## src/rtl/clock_keeper.sv

```systemverilog
// clock_keeper: 1 Hz time-of-day counter with a button-driven set mode.
// Optional TIME_12H_EN: registered 12-hour hours output with a pm flag.
module clock_keeper #(
  parameter int CLK_HZ        = 25000000,
  parameter int RESET_HOURS   = 12,
  parameter int RESET_MINUTES = 0
) (
  input  logic       clk,
  input  logic       reset,
  input  logic       mode_btn,
  input  logic       up_btn,
  output logic [4:0] hours,
  output logic [5:0] minutes,
  output logic [5:0] seconds,
  output logic       pm,
  output logic       sec_tick,
  output logic [1:0] editing
);

  localparam int PW =
    (CLK_HZ > 1) ? $clog2(CLK_HZ) : 1;

  localparam logic [PW-1:0] TC =
    PW'(CLK_HZ - 1);

  localparam logic [4:0] RH =
    5'(RESET_HOURS);

  localparam logic [5:0] RM =
    6'(RESET_MINUTES);

  typedef enum logic [1:0] {
    RUN         = 2'b00,
    SET_HOURS   = 2'b01,
    SET_MINUTES = 2'b10
  } state_t;

  state_t state_q;
  state_t state_d;

  logic mode_s0_q;
  logic mode_s1_q;
  logic mode_prev_q;
  logic up_s0_q;
  logic up_s1_q;
  logic up_prev_q;

  logic mode_edge;
  logic up_edge;

  logic [PW-1:0] presc_q;
  logic [PW-1:0] presc_d;
  logic [4:0]    hr_q;
  logic [4:0]    hr_d;
  logic [5:0]    min_q;
  logic [5:0]    min_d;
  logic [5:0]    sec_q;
  logic [5:0]    sec_d;
  logic          tick_q;
  logic          tick_d;

  // Field increments wrap without carry;
  // any out-of-range value also goes to 0.
  function automatic logic [4:0] hr_inc(
    input logic [4:0] h
  );
    if (h >= 5'd23) begin
      return 5'd0;
    end
    return h + 5'd1;
  endfunction

  function automatic logic [5:0] ms_inc(
    input logic [5:0] v
  );
    if (v >= 6'd59) begin
      return 6'd0;
    end
    return v + 6'd1;
  endfunction

  // Two-flop synchronisers followed by a
  // previous-value register per button.
  always_ff @(posedge clk or posedge reset) begin
    if (reset) begin
      mode_s0_q   <= 1'b0;
      mode_s1_q   <= 1'b0;
      mode_prev_q <= 1'b0;
      up_s0_q     <= 1'b0;
      up_s1_q     <= 1'b0;
      up_prev_q   <= 1'b0;
    end else begin
      mode_s0_q   <= mode_btn;
      mode_s1_q   <= mode_s0_q;
      mode_prev_q <= mode_s1_q;
      up_s0_q     <= up_btn;
      up_s1_q     <= up_s0_q;
      up_prev_q   <= up_s1_q;
    end
  end

  assign mode_edge = mode_s1_q & ~mode_prev_q;
  assign up_edge   = up_s1_q & ~up_prev_q;

  // State and time registers.
  always_ff @(posedge clk or posedge reset) begin
    if (reset) begin
      state_q <= RUN;
      presc_q <= '0;
      hr_q    <= RH;
      min_q   <= RM;
      sec_q   <= 6'd0;
      tick_q  <= 1'b0;
    end else begin
      state_q <= state_d;
      presc_q <= presc_d;
      hr_q    <= hr_d;
      min_q   <= min_d;
      sec_q   <= sec_d;
      tick_q  <= tick_d;
    end
  end

  // Next state: timekeeping in RUN, field
  // edits in the set states. A mode edge in
  // RUN wins over a coincident terminal count.
  always_comb begin
    state_d = state_q;
    presc_d = presc_q;
    hr_d    = hr_q;
    min_d   = min_q;
    sec_d   = sec_q;
    tick_d  = 1'b0;
    unique case (state_q)
      RUN: begin
        if (mode_edge) begin
          state_d = SET_HOURS;
          presc_d = '0;
          sec_d   = 6'd0;
        end else if (presc_q >= TC) begin
          presc_d = '0;
          tick_d  = 1'b1;
          sec_d   = ms_inc(sec_q);
          if (sec_q >= 6'd59) begin
            min_d = ms_inc(min_q);
            if (min_q >= 6'd59) begin
              hr_d = hr_inc(hr_q);
            end
          end
        end else begin
          presc_d = presc_q + PW'(1);
        end
      end
      SET_HOURS: begin
        presc_d = '0;
        sec_d   = 6'd0;
        if (up_edge) begin
          hr_d = hr_inc(hr_q);
        end
        if (mode_edge) begin
          state_d = SET_MINUTES;
        end
      end
      SET_MINUTES: begin
        presc_d = '0;
        sec_d   = 6'd0;
        if (up_edge) begin
          min_d = ms_inc(min_q);
        end
        if (mode_edge) begin
          state_d = RUN;
        end
      end
      default: begin
        state_d = RUN;
        presc_d = '0;
      end
    endcase
  end

  assign minutes  = min_q;
  assign seconds  = sec_q;
  assign sec_tick = tick_q;
  assign editing  = state_q;

`ifdef TIME_12H_EN
  logic [4:0] hdisp_q;
  logic       pm_q;

  // 0 shows as 12, 13..23 fold to 1..11.
  function automatic logic [4:0] to12(
    input logic [4:0] h
  );
    if (h == 5'd0) begin
      return 5'd12;
    end
    if (h > 5'd12) begin
      return h - 5'd12;
    end
    return h;
  endfunction

  // Registered 12-hour view, one clk
  // behind the internal 24-hour count.
  always_ff @(posedge clk or posedge reset) begin
    if (reset) begin
      hdisp_q <= to12(RH);
      pm_q    <= (RH >= 5'd12);
    end else begin
      hdisp_q <= to12(hr_q);
      pm_q    <= (hr_q >= 5'd12);
    end
  end

  assign hours = hdisp_q;
  assign pm    = pm_q;
`else
  assign hours = hr_q;
  assign pm    = 1'b0;
`endif

endmodule

```

## config.mk

```make
export PLATFORM = sky130hd
export DESIGN_NAME = clock_keeper
export DESIGN_NICKNAME = d
export VERILOG_FILES = /design/src/rtl/clock_keeper.sv
export SDC_FILE = /design/constraint.sdc
export NUM_CORES = 1
export LEC_CHECK = 0
export ABC_AREA = 1
export ABC_CLOCK_PERIOD_IN_PS = 3200
export CAP_MARGIN = 20
export CORE_MARGIN = 2
export CORE_UTILIZATION = 33
export CTS_CLUSTER_SIZE = 8
export DETAILED_ROUTE_END_ITERATION = 12
export HOLD_SLACK_MARGIN = 0.08
export SLEW_MARGIN = 10
export SYNTH_ARGS = -nofsm -noshare
export SYNTH_HDL_FRONTEND = slang
export SYNTH_SLANG_ARGS = --single-unit
```

## constraint.sdc

```tcl
create_clock -name clk -period 3.2 [get_ports clk]
set_input_delay 0.32 -clock clk [delete_from_list [all_inputs] [get_ports clk]]
set_output_delay 0.32 -clock clk [all_outputs]
set_load 0.01 [all_outputs]
```

Yosys cells after proc, flatten, opt, wreduce, memory -nomap -nowiden
Index checks and enable logic that the tools add are counted.
{ "totals": {"reg_bits": 51, "in_bits": 4, "output_inout_bits": 21, "wordCells": 96} }
{ "classes": {"addsub": 4, "magnitude_cmp": 4, "eq_ne": 12, "mux": 51, "n_bitwise": 4, "reduce_logical": 9} }
{ "ops": {"columns": ["op", "count"], "rows": [
  ["$mux 25", 3],
  ["$mux 6", 11],
  ["$mux 5", 8],
  ["$add 25x1->25 const B", 1],
  ["$ge 25x25->1 const B", 1],
  ["$pmux 6 s2", 2],
  ["$mux 1", 22],
  ["$ne 2x2->1 const B", 9],
  ["$add 6x1->6 const B", 2],
  ["$ge 6x6->1 const B", 2],
  ["$pmux 5 s2", 1],
  ["$mux 2", 3],
  ["$pmux 2 s3", 1],
  ["$reduce_and 6->1", 1],
  ["$reduce_bool 2->1", 3],
  ["$add 5x1->5 const B", 1],
  ["$ge 5x5->1 const B", 1],
  ["$reduce_and 5->1", 1],
  ["$ne 3x3->1 const B", 1],
  ["$reduce_and 3->1", 1],
  ["$and 1x1->1", 2],
  ["$eq 2x1->1 const B", 1],
  ["$eq 2x2->1 const B", 1],
  ["$logic_not 2->1", 1],
  ["other kinds (3)", 4]
]} }

Longest topological paths before layout
Gate-level depths: netlist of run 1.
{ "depth": {"word_depth": 13, "depth_mapped": 12, "mapped_depth_nobuf": 10} }

Least setup slack after synthesis of run 1
OpenSTA, ideal clock, no wires.
{ "synth_timing": {"path_type": "reg2reg", "from": "register state_q[0] (netlist: editing[0])", "to": "register min_q[0] (netlist: minutes[0])", "setup_ps": 117, "arrival_time_ps": 1614, "required_time_ps": 3083, "path_slack_ps": 1468, "path_stages_with_launch": 10, "n_path_buf": 0, "synth_period_minus_slack_ps": 1732, "cell_sequence": "dfrtp_1 > inv_1 > ha_1 > inv_1 > nor2_2 > a21oi_1 > a21oi_4 > nand3_1 > nand2_1 > nand2_1"} }
{ "synth_between": {"elab_chain_cells": 3, "word_cells_on_any_way": 9, "cone_classes": "5 x eq/ne; 1 x mux; 3 x reduce/logical"} }
{ "synth_rtl": {"columns": ["item", "line", "source"], "rows": [
  ["start, declared", "38", "state_t state_q;"],
  ["start signal, assigned", "115", "state_q <= state_d;"],
  ["$eq 2x2->1 / $logic_not 2->1 (equally long branches)", "134", "unique case (state_q)"],
  ["$ne 2x2->1 (no source line) / $reduce_bool 2->1 (equally long branches)", null, null],
  ["$reduce_and 5->1 (no source line)", null, null],
  ["end signal, assigned", "118", "min_q <= min_d;"],
  ["end, declared", "55", "logic [5:0] min_q;"]
]} }
Parallel ways exist; a longest one is shown, timed or not.
A chain may end at the register's enable or synchronous reset.

Final worst setup path of run 1
{ "layout_timing": {"from": "register state_q[0] (netlist: editing[0])", "to": "register sec_q[0] (netlist: seconds[0])"} }
{ "layout_between": {"elab_chain_cells": 4, "word_cells_on_any_way": 8, "cone_classes": "3 x eq/ne; 1 x mux; 4 x reduce/logical"} }
{ "layout_rtl": {"columns": ["item", "line", "source"], "rows": [
  ["$eq 2x2->1 / $eq 2x1->1 (equally long branches)", "134", null],
  ["$reduce_or 2->1 (no source line)", null, null],
  ["$reduce_bool 2->1 (no source line)", null, null],
  ["$reduce_and 2->1 (no source line)", null, null],
  ["end signal, assigned", "112", "sec_q <= 6'd0;"],
  ["end signal, assigned", "119", "sec_q <= sec_d;"],
  ["end, declared", "57", "logic [5:0] sec_q;"]
]} }
Parallel ways exist; a longest one is shown, timed or not.

==> metrics.yaml, run 1 <==
worst_setup_path:
  cp_max_fo: 27
  cp.required_ns: 3.44
  cp.arrival_ns: 2.32
  critPathCaptureType: "flop"
  r2r_cells: 8
  path_class: "flop to flop"
  cp-start-kind: "flop"
drt:
  vias: 2489
  routed_wl_mm: 6.134
  drt_iter0_drc: 114
  wl_per_cell_um: 11.86
  ant_nets: 0
  drt_drc_violations_left: 0
  firstDrtPassIters: 4
  vias_per_cell: 4.814
timing:
  fmax_mhz: 480.4
  clock_skew_ns: 0.006266
  setup_viol: 0
  post-route-min-period_ns: 2.082
  period_share_pct: 65.05
  relSlewSlack_pct: 59.59
  worst_pin_slew_ns: 0.6052
  tns_ns: 0
  rsz0062_at_grt: "false"
  hold_viol_final: 0
  slew_viol_final: 0
clock_tree:
  cts_buffers: 5
  ctsResizeCount: 0
  clkSinkCount: 51
  holdBufCountCts: 0
  cts_tree: "yes"
  cts_max_level: 2
  cts_setup_buffers: 0
  clock-root-buffer: "clkbuf_8"
  clk_pin_slew_ns: 0.10
  clock_path_buffers: 2
  clock_latency_ns: 0.31
floorplan:
  die_y_um: 99.00
  initial_core_util_pct: 34.15
  num_io_pins: 25
  rows: 34
  dieWidth_um: 99.00
  core-area_um2: 8721
  dieArea_um2: 9800
run_status:
  status: "finished clean"
final_layout:
  finalNonFillerCells: 517
  nFillCells: 880
  drive_above_1_share_pct: 10.02
  nets: 419
  area_growth_pct: 13.66
  layout_commonest_cell: "nand2_1"
  mostFrequentLayoutCells: "nand2_1 (94), nor2_1 (64), dfrtp_1 (49), inv_1 (44), clkdlybuf4s50_1 (23)"
  n_antenna_cell: 0
global_route:
  grt_max_degree: 29
  grt_usage_pct: 13.55
  grt_overflow: 0
  grt_pass1_vias: 2480
  antenna_found_initial: 0
  grt_first_pass_wirelength_mm: 10.98
min_path:
  hold_depth: 0
  hp-class: "flop to flop"
synthesis:
  yosysUniqueCellTypes: 35
  yosys.area_share.xor_xnor_pct: 3.824
  avgSynthCellArea_um2: 7.735
  syn-num-nets: 396
  ys.flop_type: "dfrtp_1"
  synth_adder_area_share_pct: 2.941
  synth_top_family_by_area: "simple AND/OR/NAND/NOR gates"
  synthSimpleGateAreaFrac_pct: 36.76
  synthMuxAreaShare_pct: 0
  ys_async_sr_fraction_pct: 100.0
  seq_area_frac_synth_pct: 42.94
  yosysWarnings: 0
  ys_ff_latch: 51
  synth-compound-area-share_pct: 5.756
  synth_cells: 385
  synth_edf_count: 0
  syn-cell-area_um2: 2978
power_and_ir_drop:
  ir_worst_vdd_mv: 0.2253
  p_leak_nw: 1.452
  powerDensity_nw_per_um2: 580.1
job:
  drv_cap: 0
place:
  gp_congestion: 0.8520
  dp.cells: 509
  port_buffers: 23
  dp_hpwl_mm: 4.592
## kinds of logic (layout without fill, tap and decap cells)
group,after synthesis,count (layout)
fa+ha+maj,7,7
buf+inv,53,77
other cells,1,1
simple gates,237,237
compound gates,23,23
xor+xnor,13,13
flops,51,51
## synth_stat cells (4+ instances only)
library cell | instances | area, µm²
ha_1 | 7 | 87.58
nor4_1 | 4 | 25.02
o21ai_2 | 5 | 43.79
nand4_1 | 19 | 118.9
nand2_1 | 94 | 352.8
nand3_1 | 20 | 100.1
nand2_2 | 4 | 25.02
inv_1 | 45 | 168.9
or2_2 | 4 | 25.02
xnor2_1 | 4 | 35.03
nor3_1 | 14 | 70.07
a21oi_1 | 8 | 40.04
xor2_1 | 9 | 78.83
dfrtp_1 | 49 | 1226
nor2_2 | 5 | 31.28
nor2_1 | 64 | 240.2
## metal layers
metal / wire (µm) / up-vias / global-route usage (%) / part of all wire, %
met4: 109 / 0 / 4.953 / 1.8
met2: 2811 / 43 / 22.09 / 46
met3: 189 / 6 / 2.482 / 3.1
met1: 3024 / 1160 / 18.02 / 49
li1: - / 1280 / - / -
met5: 0 / - / 0 / 0
## through the flow
stage          hold slack (ns)  instance area, µm²  util [%]  setup slack (ns)  total power, W
6_report                0.3649                3385     38.81             1.118        0.001964
5_1_grt                 0.3790                3385     38.81            0.9088        0.002117
4_1_cts                 0.3669                3385     38.81             1.102        0.001985
3_5_place_dp            0.3434                3292     37.75             1.128        0.001595
3_3_place_gp            0.3362                3292     37.75             1.229        0.001578
2_1_floorplan           0.3312                2978         -             1.468        0.001396
## sequential cells by signal (all words and copies together) (netlist names)
signal	cells
mode_s1_q	1
up_s0_q	1
mode_prev_q	1
minutes	6
hours	5
mode_s0_q	1
seconds	6
presc_q	25
editing	2
sec_tick	1
up_s1_q	1
up_prev_q	1
## final timing paths
check                             endpoint  slack (ns)       start
worst min register to register   mode_s1_q        0.36   mode_s0_q
worst max register to register  seconds[0]        1.12  editing[0]
min in group asynchronous          up_s0_q        0.40       reset
max in group asynchronous         hours[2]        2.00       reset
worst max-delay path            seconds[0]        1.12  editing[0]
worst min-delay path             mode_s1_q        0.36   mode_s0_q
## report_power, final
part           internal [W]  total (W)  leakage, nW  switching, W
Clock              0.000157   0.000385       0.0408      0.000228
Sequential         0.000722   0.000805        0.680     0.0000829
Combinational      0.000288   0.000774        0.732      0.000486
Total               0.00117    0.00196         1.45      0.000796
## worst max-delay path, stage by stage, from the launching register on
cell and delay [ns]:
dfrtp_1 0.42, inv_1 0.09, ha_1 0.29, inv_1 0.13, nor2_2 0.20, nand4_4 0.40, nand2_4 0.31, nand2_1 0.09
o21ai_2 0.07
## layout make-up
type | count | area [µm²] | share of cell area [%]
clock buffer | 5 | 68.82 | 2.033
clock inverter | 3 | 23.77 | 0.7024
inverter | 45 | 168.9 | 4.991
multi-input combinational | 281 | 1471 | 43.47
sequential | 51 | 1279 | 37.78
tap | 108 | 135.1 | 3.993
timing repair buffer | 24 | 237.7 | 7.024
No activity file was read; power rests on OpenSTA's default activity.
==> inputs of run 2 (changes only) <==
--- a/config.mk
+++ b/config.mk
@@ -6,7 +6,7 @@
 export NUM_CORES = 1
 export LEC_CHECK = 0
 export ABC_AREA = 1
-export ABC_CLOCK_PERIOD_IN_PS = 3200
+export ABC_CLOCK_PERIOD_IN_PS = 1900
 export CAP_MARGIN = 20
 export CORE_MARGIN = 2
 export CORE_UTILIZATION = 33
==> constraint.sdc (replaced) <==
create_clock -name clk -period 1.9 [get_ports clk]
set_input_delay 0.19 -clock clk [delete_from_list [all_inputs] [get_ports clk]]
set_output_delay 0.19 -clock clk [all_outputs]
set_load 0.01 [all_outputs]
==> metrics.yaml, run 2 (same netlist as run 1, synthesis figures left out) <==
power_and_ir_drop:
  seqPwrFrac_pct: 37.8  # -3.2 points
  ir_worst_vdd_mv: 0.4340  # +93%
  p_sw_share_pct: 39.62  # -0.94 points
  power.internal_w: 0.002168  # +86%
  power.share.combinational_pct: 44.7  # +5.3 points
  p_switching_w: 0.001422  # +79%
  p_total_w: 0.003590  # +83%
  p_leak_nw: 1.536  # +5.8%
  clkPwrFrac_pct: 17.4  # -2.2 points
  powerDensity_nw_per_um2: 1007  # +74%
final_layout:
  nFillCells: 865  # -1.7%
  top_register: "presc_q"
  layout_commonest_cell: "nand2_1"
  nets: 433  # +3.3%
  drive_above_1_share_pct: 13.71  # +3.7 points
  largest_register_ffs: 25  # unchanged
  finalNonFillerCells: 531  # +2.7%
  n_antenna_cell: 0  # unchanged
  area_growth_pct: 19.71
  mostFrequentLayoutCells: "nand2_1 (93), nor2_1 (64), dfrtp_1 (49), inv_1 (44), clkdlybuf4s50_1 (23)"
drt:
  vias_per_cell: 4.831  # +0.34%
  ant_nets: 0  # unchanged
  wl_per_cell_um: 11.95  # +0.74%
  firstDrtPassIters: 4  # unchanged
  drt_iter0_drc: 119  # +4.4%
  drt_drc_violations_left: 0  # unchanged
  vias: 2565  # +3.1%
  routed_wl_mm: 6.347  # +3.5%
global_route:
  grt_overflow: 0  # unchanged
  grt_max_degree: 26  # -10%
  grt_pass1_vias: 2391  # -3.6%
  grt_usage_pct: 13.97  # +0.42 points
  antenna_found_initial: 0  # unchanged
  grt_first_pass_wirelength_mm: 11.18  # +1.8%
timing:
  rsz0062_at_grt: "true"
  fmax_mhz: 562.0  # +17%
  setup_viol: 0  # unchanged
  post-route-min-period_ns: 1.780  # -0.3020 ns
  hold_viol_final: 0  # unchanged
  slew_viol_final: 0  # unchanged
  period_share_pct: 93.66  # +29 points
  clock_skew_ns: 0.01392  # +0.007653 ns
min_path:
  hp-class: "input pin to asynchronous set/reset pin"
floorplan:
  num_io_pins: 25  # unchanged
  initial_core_util_pct: 34.15  # unchanged
  rows: 34  # unchanged
  dieArea_um2: 9800  # unchanged
  core-area_um2: 8721  # unchanged
  die_y_um: 99.00  # unchanged
  dieWidth_um: 99.00  # unchanged
worst_setup_path:
  critPathMostFrequentCell: "or2_2"
  rr_endpoint: "seconds[0]"
  cp.arrival_ns: 2.03  # -0.29 ns
  cp_top_family: "simple AND/OR/NAND/NOR gates"
  slowest_delay_ns: 0.43  # about the same
  critPathCaptureType: "flop"
  reg2reg_from: "seconds[1]"
  reg2reg_slack_ns: 0.12  # -1.00 ns
  crit_buf_inv: 1  # -1
  path_cells: "ha_1 > or2_2 > nand4_1 > buf_4 > nand3_1 > or2_2 > o21ai_2"
  cp-start-kind: "flop"
  path_class: "flop to flop"
  cp.required_ns: 2.15  # -1.29 ns
  cp_max_fo: 4  # -85%
  crit_slowest_cell: "dfrtp_1"
  r2r_cells: 7  # -1
clock_tree:
  clock_path_buffers: 2  # unchanged
  clk_pin_slew_ns: 0.10  # about the same
  cts_tree: "yes"
  clkSinkCount: 51  # unchanged
  clock-root-buffer: "clkbuf_8"
  cts_max_level: 2  # unchanged
  cts_buffers: 5  # unchanged
  clock_latency_ns: 0.31  # about the same
job:
  drv_cap: 0  # unchanged
place:
  gp_congestion: 0.8514  # about the same
  dp.cells: 518  # +1.8%
  port_buffers: 23  # unchanged
  dp_hpwl_mm: 4.751  # +3.5%
run_status:
  status: "finished clean"
[run 2: changes by cell type in the layout (fill, tap and decap cells not counted), sizes merged]
cell      delta
buf         +14
clkbuf       +1
clkinv       +1
clkinvlp     -1
inv          -1
[run 2: power by group through the flow]
stage | Combinational [W] | Sequential (W) | Clock [W]
final | 0.00161 | 0.00136 | 0.000625
after global routing | 0.00180 | 0.00139 | 0.000707
after CTS | 0.00146 | 0.00136 | 0.000654
after detailed placement | 0.00146 | 0.00138 | 0
after global placement | 0.00142 | 0.00137 | 0
after floorplan | 0.000949 | 0.00140 | 0
[run 2: metrics by stage]
step | instance area [µm²] | util (%) | setup TNS [ns] | worst slack (ns) | hold slack (ns)
after floorplan | 2978 | - | 0 | 0.1684 | 0.2214
after global placement | 3385 | 38.81 | 0 | 0.1312 | 0.3355
after detailed placement | 3385 | 38.81 | 0 | 0.08055 | 0.3347
after CTS | 3470 | 39.78 | 0 | 0.06068 | 0.1809
after global routing | 3565 | 40.88 | -0.04333 | -0.02838 | 0.2023
final | 3565 | 40.88 | 0 | 0.1205 | 0.1747
[run 2: worst reg2reg max path: stages (launching register included)]
cell     delay (ns)
dfrtp_1        0.43
ha_1           0.23
or2_2          0.30
nand4_1        0.13
buf_4          0.15
nand3_1        0.07
or2_2          0.29
o21ai_2        0.13
[run 2: timing repair]
item | 4_1_cts | 5_1_grt
hold buffers | 0 | 0
resized for setup | 0 | 10
buffers inserted | 0 | 5
endpoints found under the setup margin | 0 | 13
[run 2: final cells by class]
class / count / area, µm² / share of cell area, %
Clock buffer: 6 / 72.57 / 2.036
Clock inverter: 2 / 12.51 / 0.3510
Inverter: 45 / 168.9 / 4.739
Multi-Input combinational cell: 281 / 1525 / 42.79
Sequential cell: 51 / 1279 / 35.87
Tap cell: 108 / 135.1 / 3.791
Timing Repair Buffer: 38 / 371.6 / 10.42
[run 2: worst max-delay path by stage]
stage / slack, ns / depth (start not counted) / to / from
after global routing: -0.03 / 9 / presc_q[18] / presc_q[0]
after CTS: 0.06 / 10 / minutes[0] / presc_q[0]
final: 0.12 / 7 / seconds[0] / seconds[1]
after floorplan: 0.17 / 9 / minutes[0] / editing[0]
after global placement: 0.13 / 10 / minutes[1] / presc_q[0]
after detailed placement: 0.08 / 10 / minutes[0] / presc_q[0]
[run 2: routing by layer]
metal	global-route usage [%]	vias to the layer above	part of all wire, %	wire length, µm
met5	0	-	0	0
met2	21.88	41	46	2915
met4	4.531	0	1.4	90
met1	19.66	1207	49	3113
li1	-	1312	-	-
met3	2.411	5	3.6	228
